`config.mk`:
```
export PLATFORM = sky130hd
export DESIGN_NAME = hazard_ctrl_unit_flat
export DESIGN_NICKNAME = d
export VERILOG_FILES = /design/src/rtl/hazard_ctrl_if.sv /design/src/rtl/hazard_ctrl_unit.sv /design/src/flat_wrapper.sv
export SDC_FILE = /design/constraint.sdc
export NUM_CORES = 1
export LEC_CHECK = 0
export BUFFER_PORTS_ARGS = -buffer_cell sky130_fd_sc_hd__buf_4
export CAP_MARGIN = 15
export CELL_PAD_IN_SITES_DETAIL_PLACEMENT = 1
export CELL_PAD_IN_SITES_GLOBAL_PLACEMENT = 1
export CORE_UTILIZATION = 39
export DETAILED_ROUTE_END_ITERATION = 8
export PLACE_DENSITY_LB_ADDON = 0.08
export SLEW_MARGIN = 20
export SYNTH_ARGS = -nofsm -noshare
export SYNTH_HDL_FRONTEND = slang
export SYNTH_SLANG_ARGS = --single-unit
export TNS_END_PERCENT = 50
```
`constraint.sdc`:
```
create_clock -name clk -period 5.3 [get_ports clk]
set_input_delay 1.59 -clock clk [delete_from_list [all_inputs] [get_ports clk]]
set_output_delay 1.59 -clock clk [all_outputs]
set_load 0.02 [all_outputs]
```
`src/rtl/hazard_ctrl_if.sv`:
```
// Pipeline-side bundle of the hazard control unit: register indices and
// enables in, stall/flush/forward controls and the stall counter out.
interface hazard_ctrl_if #(
  parameter int REG_AW = 5,
  parameter int CNT_W  = 32
) ();
  logic [REG_AW-1:0] rs1_D, rs2_D;
  logic [REG_AW-1:0] rs1_E, rs2_E, rd_E;
  logic [REG_AW-1:0] rd_M, rd_W;
  logic              regwrite_M, regwrite_W;
  logic              MemtoregE;
  logic              md_start_E;
  logic              PCSrc_E;

  logic              StallF, StallD, StallE;
  logic              FlushD, FlushE;
  logic [1:0]        ForwardAE, ForwardBE;
  logic              md_busy;
  logic [CNT_W-1:0]  stall_cnt;

  modport master (
    output rs1_D, rs2_D, rs1_E, rs2_E, rd_E, rd_M, rd_W,
           regwrite_M, regwrite_W, MemtoregE, md_start_E, PCSrc_E,
    input  StallF, StallD, StallE, FlushD, FlushE,
           ForwardAE, ForwardBE, md_busy, stall_cnt
  );

  modport slave (
    input  rs1_D, rs2_D, rs1_E, rs2_E, rd_E, rd_M, rd_W,
           regwrite_M, regwrite_W, MemtoregE, md_start_E, PCSrc_E,
    output StallF, StallD, StallE, FlushD, FlushE,
           ForwardAE, ForwardBE, md_busy, stall_cnt
  );
endinterface

```
`src/rtl/hazard_ctrl_unit.sv`:
```
// Five-stage pipeline hazard control: operand forwarding, load-use and
// multi-cycle mul/div stalls, branch flushes and a saturating stall counter.
module hazard_ctrl_unit #(
  parameter int REG_AW = 5,
  parameter int MD_LAT = 4,
  parameter int CNT_W  = 32
) (
  input  logic         clk,
  input  logic         rst_n,
  hazard_ctrl_if.slave bus
);

  typedef enum logic {
    RUN     = 1'b0,
    MD_WAIT = 1'b1
  } state_t;

  localparam logic [7:0]       MD_LOAD  = 8'(MD_LAT - 1);
  localparam bit               MD_MULTI = (MD_LAT >= 2);
  localparam logic [CNT_W-1:0] CNT_MAX  = {CNT_W{1'b1}};

  state_t           state;
  logic [7:0]       md_cnt;
  logic [CNT_W-1:0] stall_cnt;

  logic md_entry, md_hold, load_use, branch;
  logic stall_fd, stall_e, flush_d, flush_e;

  // Memory-stage result is younger than Writeback, so it wins a tie.
  function automatic logic [1:0] fwd_sel(
    input logic [REG_AW-1:0] src,
    input logic [REG_AW-1:0] rd_m,
    input logic [REG_AW-1:0] rd_w,
    input logic              rw_m,
    input logic              rw_w
  );
    if (rw_m && (rd_m != '0) && (src == rd_m))      return 2'b10;
    else if (rw_w && (rd_w != '0) && (src == rd_w)) return 2'b01;
    else                                            return 2'b00;
  endfunction

  // NOTE: every signal written here gets a default first, so no path leaves
  // it unassigned and no latch is inferred.
  always_comb begin
    md_entry = 1'b0;
    md_hold  = 1'b0;
    load_use = 1'b0;
    branch   = 1'b0;
    if (state == RUN) begin
      if (bus.PCSrc_E) begin
        branch = 1'b1;
      end else if (bus.md_start_E && MD_MULTI) begin
        md_entry = 1'b1;
      end else if (bus.MemtoregE && (bus.rd_E != '0) &&
                   ((bus.rd_E == bus.rs1_D) || (bus.rd_E == bus.rs2_D))) begin
        load_use = 1'b1;
      end
    end else begin
      // The final MD_WAIT cycle lets the pipeline move again.
      md_hold = (md_cnt > 8'd1);
    end
  end

  // All controls are held inactive while reset is asserted.
  assign stall_fd = rst_n & (md_entry | md_hold | load_use);
  assign stall_e  = rst_n & (md_entry | md_hold);
  assign flush_d  = rst_n & branch;
  assign flush_e  = rst_n & (branch | load_use);

  assign bus.StallF    = stall_fd;
  assign bus.StallD    = stall_fd;
  assign bus.StallE    = stall_e;
  assign bus.FlushD    = flush_d;
  assign bus.FlushE    = flush_e;
  assign bus.ForwardAE = rst_n ? fwd_sel(bus.rs1_E, bus.rd_M, bus.rd_W,
                                         bus.regwrite_M, bus.regwrite_W) : 2'b00;
  assign bus.ForwardBE = rst_n ? fwd_sel(bus.rs2_E, bus.rd_M, bus.rd_W,
                                         bus.regwrite_M, bus.regwrite_W) : 2'b00;
  assign bus.md_busy   = rst_n & (state == MD_WAIT);
  assign bus.stall_cnt = stall_cnt;

  // NOTE: sequential state uses non-blocking assignments so every register
  // samples pre-edge values; reset is synchronous and checked first.
  always_ff @(posedge clk) begin
    if (!rst_n) begin
      state     <= RUN;
      md_cnt    <= 8'd0;
      stall_cnt <= '0;
    end else begin
      case (state)
        RUN: begin
          if (md_entry) begin
            state  <= MD_WAIT;
            md_cnt <= MD_LOAD;
          end
        end
        MD_WAIT: begin
          md_cnt <= md_cnt - 8'd1;
          if (md_cnt <= 8'd1) state <= RUN;
        end
        default: begin
          state  <= RUN;
          md_cnt <= 8'd0;
        end
      endcase
      if (stall_fd && (stall_cnt != CNT_MAX)) stall_cnt <= stall_cnt + 1'b1;
    end
  end

endmodule

```
`src/flat_wrapper.sv`:
```
// flat-port wrapper written by rule: the top's interface ports become plain ports
module hazard_ctrl_unit_flat 
#(
  parameter int REG_AW = 5,
  parameter int MD_LAT = 4,
  parameter int CNT_W  = 32
)
  (clk, rst_n, bus_rs1_D, bus_rs2_D, bus_rs1_E, bus_rs2_E, bus_rd_E, bus_rd_M, bus_rd_W, bus_regwrite_M, bus_regwrite_W, bus_MemtoregE, bus_md_start_E, bus_PCSrc_E, bus_StallF, bus_StallD, bus_StallE, bus_FlushD, bus_FlushE, bus_ForwardAE, bus_ForwardBE, bus_md_busy, bus_stall_cnt);
  hazard_ctrl_if #(.REG_AW(REG_AW), .CNT_W(CNT_W)) bus_i ();
  input  logic clk;
  input  logic rst_n;
  input wire logic [$bits(bus_i.rs1_D)-1:0] bus_rs1_D;
  input wire logic [$bits(bus_i.rs2_D)-1:0] bus_rs2_D;
  input wire logic [$bits(bus_i.rs1_E)-1:0] bus_rs1_E;
  input wire logic [$bits(bus_i.rs2_E)-1:0] bus_rs2_E;
  input wire logic [$bits(bus_i.rd_E)-1:0] bus_rd_E;
  input wire logic [$bits(bus_i.rd_M)-1:0] bus_rd_M;
  input wire logic [$bits(bus_i.rd_W)-1:0] bus_rd_W;
  input wire logic [$bits(bus_i.regwrite_M)-1:0] bus_regwrite_M;
  input wire logic [$bits(bus_i.regwrite_W)-1:0] bus_regwrite_W;
  input wire logic [$bits(bus_i.MemtoregE)-1:0] bus_MemtoregE;
  input wire logic [$bits(bus_i.md_start_E)-1:0] bus_md_start_E;
  input wire logic [$bits(bus_i.PCSrc_E)-1:0] bus_PCSrc_E;
  output wire logic [$bits(bus_i.StallF)-1:0] bus_StallF;
  output wire logic [$bits(bus_i.StallD)-1:0] bus_StallD;
  output wire logic [$bits(bus_i.StallE)-1:0] bus_StallE;
  output wire logic [$bits(bus_i.FlushD)-1:0] bus_FlushD;
  output wire logic [$bits(bus_i.FlushE)-1:0] bus_FlushE;
  output wire logic [$bits(bus_i.ForwardAE)-1:0] bus_ForwardAE;
  output wire logic [$bits(bus_i.ForwardBE)-1:0] bus_ForwardBE;
  output wire logic [$bits(bus_i.md_busy)-1:0] bus_md_busy;
  output wire logic [$bits(bus_i.stall_cnt)-1:0] bus_stall_cnt;
  assign bus_i.rs1_D = bus_rs1_D;
  assign bus_i.rs2_D = bus_rs2_D;
  assign bus_i.rs1_E = bus_rs1_E;
  assign bus_i.rs2_E = bus_rs2_E;
  assign bus_i.rd_E = bus_rd_E;
  assign bus_i.rd_M = bus_rd_M;
  assign bus_i.rd_W = bus_rd_W;
  assign bus_i.regwrite_M = bus_regwrite_M;
  assign bus_i.regwrite_W = bus_regwrite_W;
  assign bus_i.MemtoregE = bus_MemtoregE;
  assign bus_i.md_start_E = bus_md_start_E;
  assign bus_i.PCSrc_E = bus_PCSrc_E;
  assign bus_StallF = bus_i.StallF;
  assign bus_StallD = bus_i.StallD;
  assign bus_StallE = bus_i.StallE;
  assign bus_FlushD = bus_i.FlushD;
  assign bus_FlushE = bus_i.FlushE;
  assign bus_ForwardAE = bus_i.ForwardAE;
  assign bus_ForwardBE = bus_i.ForwardBE;
  assign bus_md_busy = bus_i.md_busy;
  assign bus_stall_cnt = bus_i.stall_cnt;
  hazard_ctrl_unit #(.REG_AW(REG_AW), .MD_LAT(MD_LAT), .CNT_W(CNT_W)) u_core (.clk(clk), .rst_n(rst_n), .bus(bus_i));
endmodule
```
### Word-level counts from Yosys, hierarchy flattened

Cells that the tools add are included.

| operators by class | value |
|---|---|
| reduce and logical (&&, ||, !) cells | 13 |
| shift operators | 0 |
| $add $sub $neg | 2 |
| eq/ne operators | 8 |
| div/mod/pow operators | 0 |
| bitwise logic cells | 9 |
| order comparisons | 2 |
| multiply operators | 0 |
| mux-type cells | 21 |

Operator list:

| kind | count |
|---|---|
| adder 32 x 1 -> 32 bit, second input constant | 1 |
| inequality test 32 bit, second input constant | 1 |
| equality test 5 bit | 6 |
| case mux 8 bit (2 select lines) | 1 |
| nonzero test 5 bit | 3 |
| 2-to-1 mux 1 bit | 14 |
| logical AND 1 bit | 9 |
| > comparator 8 x 1 -> 1 bit, second input constant | 1 |
| <= comparator 8 x 1 -> 1 bit, second input constant | 1 |
| 2-to-1 mux 2 bit | 4 |
| 2-to-1 mux 8 bit | 1 |
| subtractor 8 x 1 -> 8 bit, second input constant | 1 |
| bitwise AND 1 bit | 5 |
| OR 1 bit | 3 |
| inequality test 2 x 1 -> 1 bit, second input constant | 1 |
| case mux 1 bit (2 select lines) | 1 |
| logical OR 1 bit | 1 |
| NOT 1 bit | 1 |

| word-level totals | value |
|---|---|
| memories kept | 0 |
| register bits after elaboration | 41 |
| ROM bits | 0 |
| bits in latches | 0 |
| output and inout port bits | 42 |
| bits of input ports | 42 |
| memory bits (writable) | 0 |
| logic and storage cells | 58 |

### Depth between registers and ports, before layout

Gate-level depths: netlist (run 1).

| logic depth | value |
|---|---|
| depth in word-level cells | 10 |
| mapped depth | 10 |

### Worst setup path before layout (run 1)

Ideal clock, no wire load.

| timing path | value |
|---|---|
| kind | input-to-output |
| from | input port rst_n |
| to | output port bus_ForwardAE[0] |
| data arrival time | 3148 ps |
| stages | 4 |
| path slack | 562 ps |
| data required time | 3710 ps |
| path through | clkbuf_1 > o211ai_1 > or4_1 > nor4_1 |

| between the ends | value |
|---|---|
| longest elaborated chain between the ends | 1 |

Ends and longest elaborated chain:

| element | RTL line | text |
|---|---|---|
| start, declared | flat_wrapper.sv:11 | `input logic rst_n;` |
| 2-to-1 mux 2 bit | hazard_ctrl_unit.sv:75 | `assign bus.ForwardAE = rst_n ? fwd_sel(bus.rs1_E, bus.rd_M, bus.rd_W,` |
| end, declared | flat_wrapper.sv:29 | `output wire logic [$bits(bus_i.ForwardAE)-1:0] bus_ForwardAE;` |

Every way passes these cells.

### Final worst setup path (run 1)

| timing path | value |
|---|---|
| from | input port bus_rd_M[0] |
| to | output port bus_ForwardAE[0] |

| between the ends | value |
|---|---|
| longest elaborated chain between the ends | 5 |

Ends and longest elaborated chain:

| element | RTL line | text |
|---|---|---|
| start, declared | flat_wrapper.sv:17 | `input wire logic [$bits(bus_i.rd_M)-1:0] bus_rd_M;` |
| nonzero test 5 bit | hazard_ctrl_unit.sv:37 | `if (rw_m && (rd_m != '0) && (src == rd_m)) return 2'b10;` |
| logical AND 1 bit | hazard_ctrl_unit.sv:37 |  |
| logical AND 1 bit (*) | hazard_ctrl_unit.sv:37 |  |
| 2-to-1 mux 2 bit (*) | hazard_ctrl_unit.sv:37 |  |
| 2-to-1 mux 2 bit (*) | hazard_ctrl_unit.sv:75 |  |

Every way passes the cells marked *; elsewhere a longest branch is shown, timed or not.

==> results.ini, run 1 <==
[status]
status=finished, final reports clean

[setup_path]
r2r_cells=7
r2r_start=u_core.bus.stall_cnt[24]$_SDFFE_PN0P_
worstPathMaxFanout=3
crit_slowest_cell=or4_1
worstSetupPathType=in2out
r2r_slack_ns=2.18
crit_path_end_kind=output pin
cp_slowest_stage_delay_ns=0.52
path_cells=buf_4 -> or4_1 -> o21ai_0 -> nor4_1 -> nor4_1 -> buf_4
cp_top_family=simple AND/OR/NAND/NOR gates
path_depth=6
worst-path-buf-inv=2
arrival_ns=3.14
r2r_end=u_core.bus.stall_cnt[9]$_SDFFE_PN0P_
worstPathRequired_ns=3.71
worst_setup_path_start_kind=primary input

[clock_network]
cts_buffers=5
cts.clk_slew.worst_paths_ns=0.08
clk_path_buf_depth=2
post_cts_resized=0
post_cts.repair.setup_buffers=0
ctsHoldBuffers=0
cts_max_level=2
worstSkewPairLatency_ns=0.30
cts_sinks=41
cts_tree=built
root_buffer=clkbuf_8

[logic_synthesis]
syn_inst=299
synth_most_common_cell=dfxtp_1
synth_edf_count=0
avgSynthCellArea_sq_um=8.41
seq_area_frac_synth_pct=32.7
synth_top_cell_area_share_pct=32.7
synth_largest_area_cell=dfxtp_1
syn_area_sq_um=2510
ys_warn_count=0
synth_seq_cells=41
synth_nets=344
synth_cell_types=50
synth_commonest_cells=41 x dfxtp_1, 28 x nor2_1, 26 x xnor2_1, 24 x nand2_1, 24 x nand3_1
synthTopCellsByArea=dfxtp_1 33%, xnor2_1 9.1%, xor2_1 5.6%
ys.flop_type=dfxtp_1
ys_async_sr_fraction_pct=0

[global_route]
grt_max_degree=32
grt_overflow=0
antenna_found_initial=0
grt_pass1_wl_mm=11.6
grt_use_total_pct=22.6
grt_pass1_vias=2429

[detailed_routing]
drt_iter0_drc=62
via_per_inst=5.47
ant_nets=0
routed-via-count=2484
routedWlPerCell_microns=15.8
drt_first_pass_iters=4
drc=0
wl_mm=7.15

[die]
die_area_sq_um=6770
start_util_pct=41.5
io_pins=84
fp.dieW_microns=82.3
rows=28
coreArea_sq_um=6060
die_h_microns=82.3

[timing]
rsz0062_at_grt=false
relSlewSlack_pct=41.1
worst_pin_slew_ns=0.883
hold_viol=0
finalSetupViolations=0
holdWs_ns=0.501
setup_ws_ns=0.574
setup_tns_ns=0
max_freq_ghz=0.212
fin_crit_sh_pct=89.2
finalMaxSlewViolations=0
clock_skew_ns=0.0110
period_needed_ns=4.73

[pwr]
ir_drop_uv=142
power.total_uw=714
power_density_nw_per_um2=218
p_leak_nw=1.26

[placed_design]
dp_hpwl_mm=5.44
place_inst=446
gp_congestion=0.801
place_ws_ns=0.568
port_buffers=83

[finish]
layout-drive-gt1-share_pct=28.2
area_growth_pct=30.4
nets=423
fill_cells=768
instances_no_fill=454
antennaDiodeCount=0

[min_path]
hold_depth=2
hp-start=u_core.bus.stall_cnt[20]$_SDFFE_PN0P_
hp-class=reg2reg
min_to=u_core.bus.stall_cnt[20]$_SDFFE_PN0P_

[job]
drv_cap=0

[layer usage]
metal,part of all wire [%],global-route usage (%)
met5,0,0
met4,1.4,7.89
met3,2.8,3.41
met2,50,39.5
met1,45,28.1
[how the worst max path moves through the flow]
| stage | start | to |
|---|---|---|
| global route | bus_rd_M[0] | bus_ForwardBE[0] |
| detailed placement | bus_rd_M[0] | bus_ForwardBE[0] |
| finish | bus_rd_M[0] | bus_ForwardAE[0] |
| CTS | bus_rd_M[0] | bus_ForwardBE[0] |
| floorplan | rst_n | bus_ForwardAE[0] |
| global placement | bus_rd_M[0] | bus_ForwardBE[0] |
[per-stage QoR]
step                      area (sq um)  util (%)
after floorplan                   2510         -
after global placement            3160      52.1
after detailed placement          3160      52.1
after CTS                         3280      54.1
after global routing              3280      54.1
final                             3280      54.1
[final cells by class]
cell class                 count  area, sq um  share of cell area [%]
tap                           75         93.8                    2.86
timing repair buffer          84          631                    19.2
clock buffer                   7         86.3                    2.63
sequential                    41          821                    25.0
multi-input combinational    239         1590                    48.5
inverter                       7         26.3                   0.802
clock inverter                 1         30.0                   0.916
[cells by family (layout without fill, tap and decap cells)]
logic type,count (synthesis),after routing,synth area share (%)
adders and majority gates,3,3,1.49
and+or+nand+nor,141,141,30.8
buffers and inverters,19,99,4.13
DFF,41,41,32.7
xor gates and xnor gates,42,42,14.6
AOI/OAI and AO/OA,47,47,13.9
muxes,6,6,2.44
[placed cells by master (no fill, tap or decap), types with 2 or more instances in the layout]
cell type / synthesis / final
ha_1: 3 / 3
nor2_1: 28 / 28
dfxtp_1: 41 / 41
a211oi_1: 2 / 2
nand3b_1: 5 / 5
o21a_1: 2 / 2
nand2_1: 24 / 24
a21o_1: 2 / 2
inv_1: 5 / 5
or4_1: 9 / 9
o21ai_1: 2 / 2
nand2b_1: 3 / 3
nand3_1: 24 / 24
xnor2_1: 26 / 26
nand4_1: 7 / 7
nor3_1: 14 / 14
mux2i_1: 5 / 5
inv_2: 2 / 2
or3_1: 4 / 4
nor2_2: 2 / 2
buf_4: 2 / 84
o21ai_0: 2 / 2
and4_1: 3 / 3
and2_1: 2 / 2
nor4_1: 7 / 7
xor2_1: 16 / 16
o41ai_1: 2 / 2
a21oi_1: 13 / 13
clkbuf_8: 0 / 6
o31ai_1: 9 / 9
o211ai_1: 5 / 5
nand2_2: 2 / 2
[where the power goes]
part	switching, mW	leakage, nW	internal, mW
combinational	0.0669	0.865	0.0591
sequential	0.00975	0.332	0.315
clock	0.110	0.0585	0.154
[worst min-delay path, cell delays in order (launching register included)]
cell,delay (ns)
dfxtp_1,0.34
o31ai_1,0.07
a21oi_1,0.05
[sequential cells by signal (all words and copies together), names as in the netlist]
signal                flops
u_core.bus.stall_cnt     32
u_core.md_cnt             8
u_core.state              1
Power figures use the tool's default switching activity.
==> run 2, diff against run 1 <==
Settings changed: CORE_MARGIN set to 2, CTS_CLUSTER_DIAMETER set to 50.
==> results.ini, run 2 (synthesized netlist as in run 1, its figures left out) <==
[timing]
fin_crit_sh_pct=88.4  ; -0.79 points
rsz0062_at_grt=false
max_freq_ghz=0.213  ; +0.90%
period_needed_ns=4.68  ; -0.0419 ns
hold_viol=0  ; unchanged
finalMaxSlewViolations=0  ; unchanged
worst_pin_slew_ns=0.961  ; +0.0781 ns
setup_tns_ns=0  ; unchanged
holdWs_ns=0.502  ; +0.00107 ns
relSlewSlack_pct=35.9  ; -5.2 points
clock_skew_ns=0.00577  ; -0.00519 ns
finalSetupViolations=0  ; unchanged

[detailed_routing]
via_per_inst=5.42  ; -0.96%
drt_iter0_drc=36  ; -42%
ant_nets=0  ; unchanged
routed-via-count=2471  ; -0.52%
routedWlPerCell_microns=15.4  ; -2.2%
wl_mm=7.03  ; -1.8%
drt_first_pass_iters=4  ; unchanged
drc=0  ; unchanged

[die]
start_util_pct=40.0  ; -1.4 points
io_pins=84  ; unchanged
die_area_sq_um=7100  ; +4.9%
die_h_microns=84.3  ; +2.4%
coreArea_sq_um=6280  ; +3.6%
fp.dieW_microns=84.3  ; +2.4%
rows=29  ; +3.6%

[setup_path]
r2r_start=u_core.bus.stall_cnt[3]$_SDFFE_PN0P_
cp_slowest_stage_delay_ns=0.52  ; about the same
worstSetupPathType=in2out
crit_path_end_kind=output pin
r2r_cells=7  ; unchanged
path_cells=buf_4 -> or4_1 -> o21ai_0 -> nor4_1 -> nor4_1 -> buf_4
path_depth=6  ; unchanged
arrival_ns=3.09  ; -0.05 ns
worstPathMaxFanout=3  ; unchanged
worstSetupEndpoint=bus_ForwardAE[0]
r2r_slack_ns=2.10  ; -0.08 ns
cp-startpoint=bus_rd_M[0]
cp_top_family=simple AND/OR/NAND/NOR gates
worst-path-buf-inv=2  ; unchanged
worstPathRequired_ns=3.71  ; about the same
crit_slowest_cell=or4_1
r2r_end=u_core.bus.stall_cnt[5]$_SDFFE_PN0P_
worst_setup_path_start_kind=primary input

[finish]
layout-drive-gt1-share_pct=28.2  ; unchanged
mostFrequentLayoutCells=84 x buf_4, 41 x dfxtp_1, 28 x nor2_1
nets=423  ; unchanged
final_cell_area_sq_um=3280  ; about the same
antennaDiodeCount=0  ; unchanged
reg_top3=u_core.bus.stall_cnt: 32 flops, u_core.md_cnt: 8 flops, u_core.state: 1 flops
area_growth_pct=30.5  ; about the same
top_register=u_core.bus.stall_cnt
layout.cells.most_common=buf_4
largest_reg_flops=32  ; unchanged

[pwr]
p_leak_nw=1.26  ; unchanged
switching_share_pct=26.1  ; -0.10 points
combPwrFrac_pct=17.5  ; about the same
clock_power_share_pct=37.0  ; about the same
ir_drop_uv=109  ; -24%
power_density_nw_per_um2=217  ; -0.25%
internal_power_uw=527  ; about the same
p_sw_uw=186  ; -0.56%
p_seq_share_pct=45.5  ; about the same

[global_route]
grt_pass1_wl_mm=12.1  ; +4.3%
use_met1_pct=26.1  ; -2.0 points
grt_max_degree=32  ; unchanged
grt_overflow=0  ; unchanged
grt_use_total_pct=20.9  ; -1.7 points
grt_util_met2_pct=37.5  ; -2.0 points
antenna_found_initial=0  ; unchanged
use_met3_pct=3.64  ; +0.23 points
grt.busiest_layer=met2
grt_pass1_vias=2531  ; +4.2%

[status]
status=finished, final reports clean

[clock_network]
cts_buffers=5  ; unchanged
root_buffer=clkbuf_8
cts.clk_slew.worst_paths_ns=0.07  ; about the same
clk_path_buf_depth=2  ; unchanged
post_cts.repair.setup_buffers=0  ; unchanged
cts_tree=built
post_cts_resized=0  ; unchanged
cts_max_level=2  ; unchanged
cts_sinks=41  ; unchanged
worstSkewPairLatency_ns=0.30  ; about the same
ctsHoldBuffers=0  ; unchanged

[placed_design]
port_buffers=83  ; unchanged
dpl_cell_area_sq_um=3160  ; about the same
gp_congestion=0.789  ; -1.6%
dp_hpwl_mm=5.30  ; -2.6%

[job]
drv_cap=0  ; unchanged

[min_path]
hp-class=reg2reg

## run 2: cell counts in the layout (fill, tap and decap cells not counted)
Identical to the previous run, type by type.
## run 2: how the worst min path moves through the flow
stage | start | to | slack [ns] | cells past startpoint
6_report | u_core.bus.stall_cnt[1]$_SDFFE_PN0P_ | u_core.bus.stall_cnt[1]$_SDFFE_PN0P_ | 0.50 | 2
5_1_grt | u_core.bus.stall_cnt[27]$_SDFFE_PN0P_ | u_core.bus.stall_cnt[27]$_SDFFE_PN0P_ | 0.55 | 2
4_1_cts | u_core.bus.stall_cnt[1]$_SDFFE_PN0P_ | u_core.bus.stall_cnt[1]$_SDFFE_PN0P_ | 0.51 | 2
3_5_place_dp | u_core.bus.stall_cnt[1]$_SDFFE_PN0P_ | u_core.bus.stall_cnt[1]$_SDFFE_PN0P_ | 0.50 | 2
3_3_place_gp | u_core.md_cnt[5]$_SDFFE_PN0P_ | u_core.md_cnt[5]$_SDFFE_PN0P_ | 0.47 | 2
2_1_floorplan | u_core.md_cnt[5]$_SDFFE_PN0P_ | u_core.md_cnt[5]$_SDFFE_PN0P_ | 0.46 | 2
## run 2: per-layer routing
metal / share of wire [%] / wire [microns]
met5: 0 / 0
met4: 0.68 / 48
met3: 3.2 / 222
met2: 51 / 3570
met1: 45 / 3190
## run 2: tightest hold or removal path: stages (launching register included)
cell	delay, ns
dfxtp_1	0.34
nand2_1	0.06
a21oi_1	0.05
## run 2: area by class of cell
| cell class | count | area, sq um |
|---|---|---|
| Inverter | 7 | 26.3 |
| Tap cell | 77 | 96.3 |
| Clock inverter | 1 | 30.0 |
| Fill cell | 775 | 3000 |
| Multi-Input combinational cell | 239 | 1590 |
| Timing Repair Buffer | 84 | 631 |
| Sequential cell | 41 | 821 |
| Clock buffer | 7 | 86.3 |
## run 2: power groups by stage
stage	registers [mW]	clock network (mW)	logic, mW
floorplan	0.330	0	0.0774
global placement	0.331	0	0.123
detailed placement	0.332	0	0.125
CTS	0.325	0.273	0.126
global route	0.326	0.289	0.138
finish	0.325	0.264	0.124
## run 2: per-stage QoR
stage	cells	total power, mW	setup WS, ns	util, %
after global routing	456	0.753	0.542	52.2
after floorplan	299	0.407	0.562	-
after CTS	456	0.724	0.585	52.2
final	456	0.713	0.616	52.2
after global placement	448	0.454	0.650	50.4
after detailed placement	448	0.457	0.588	50.4
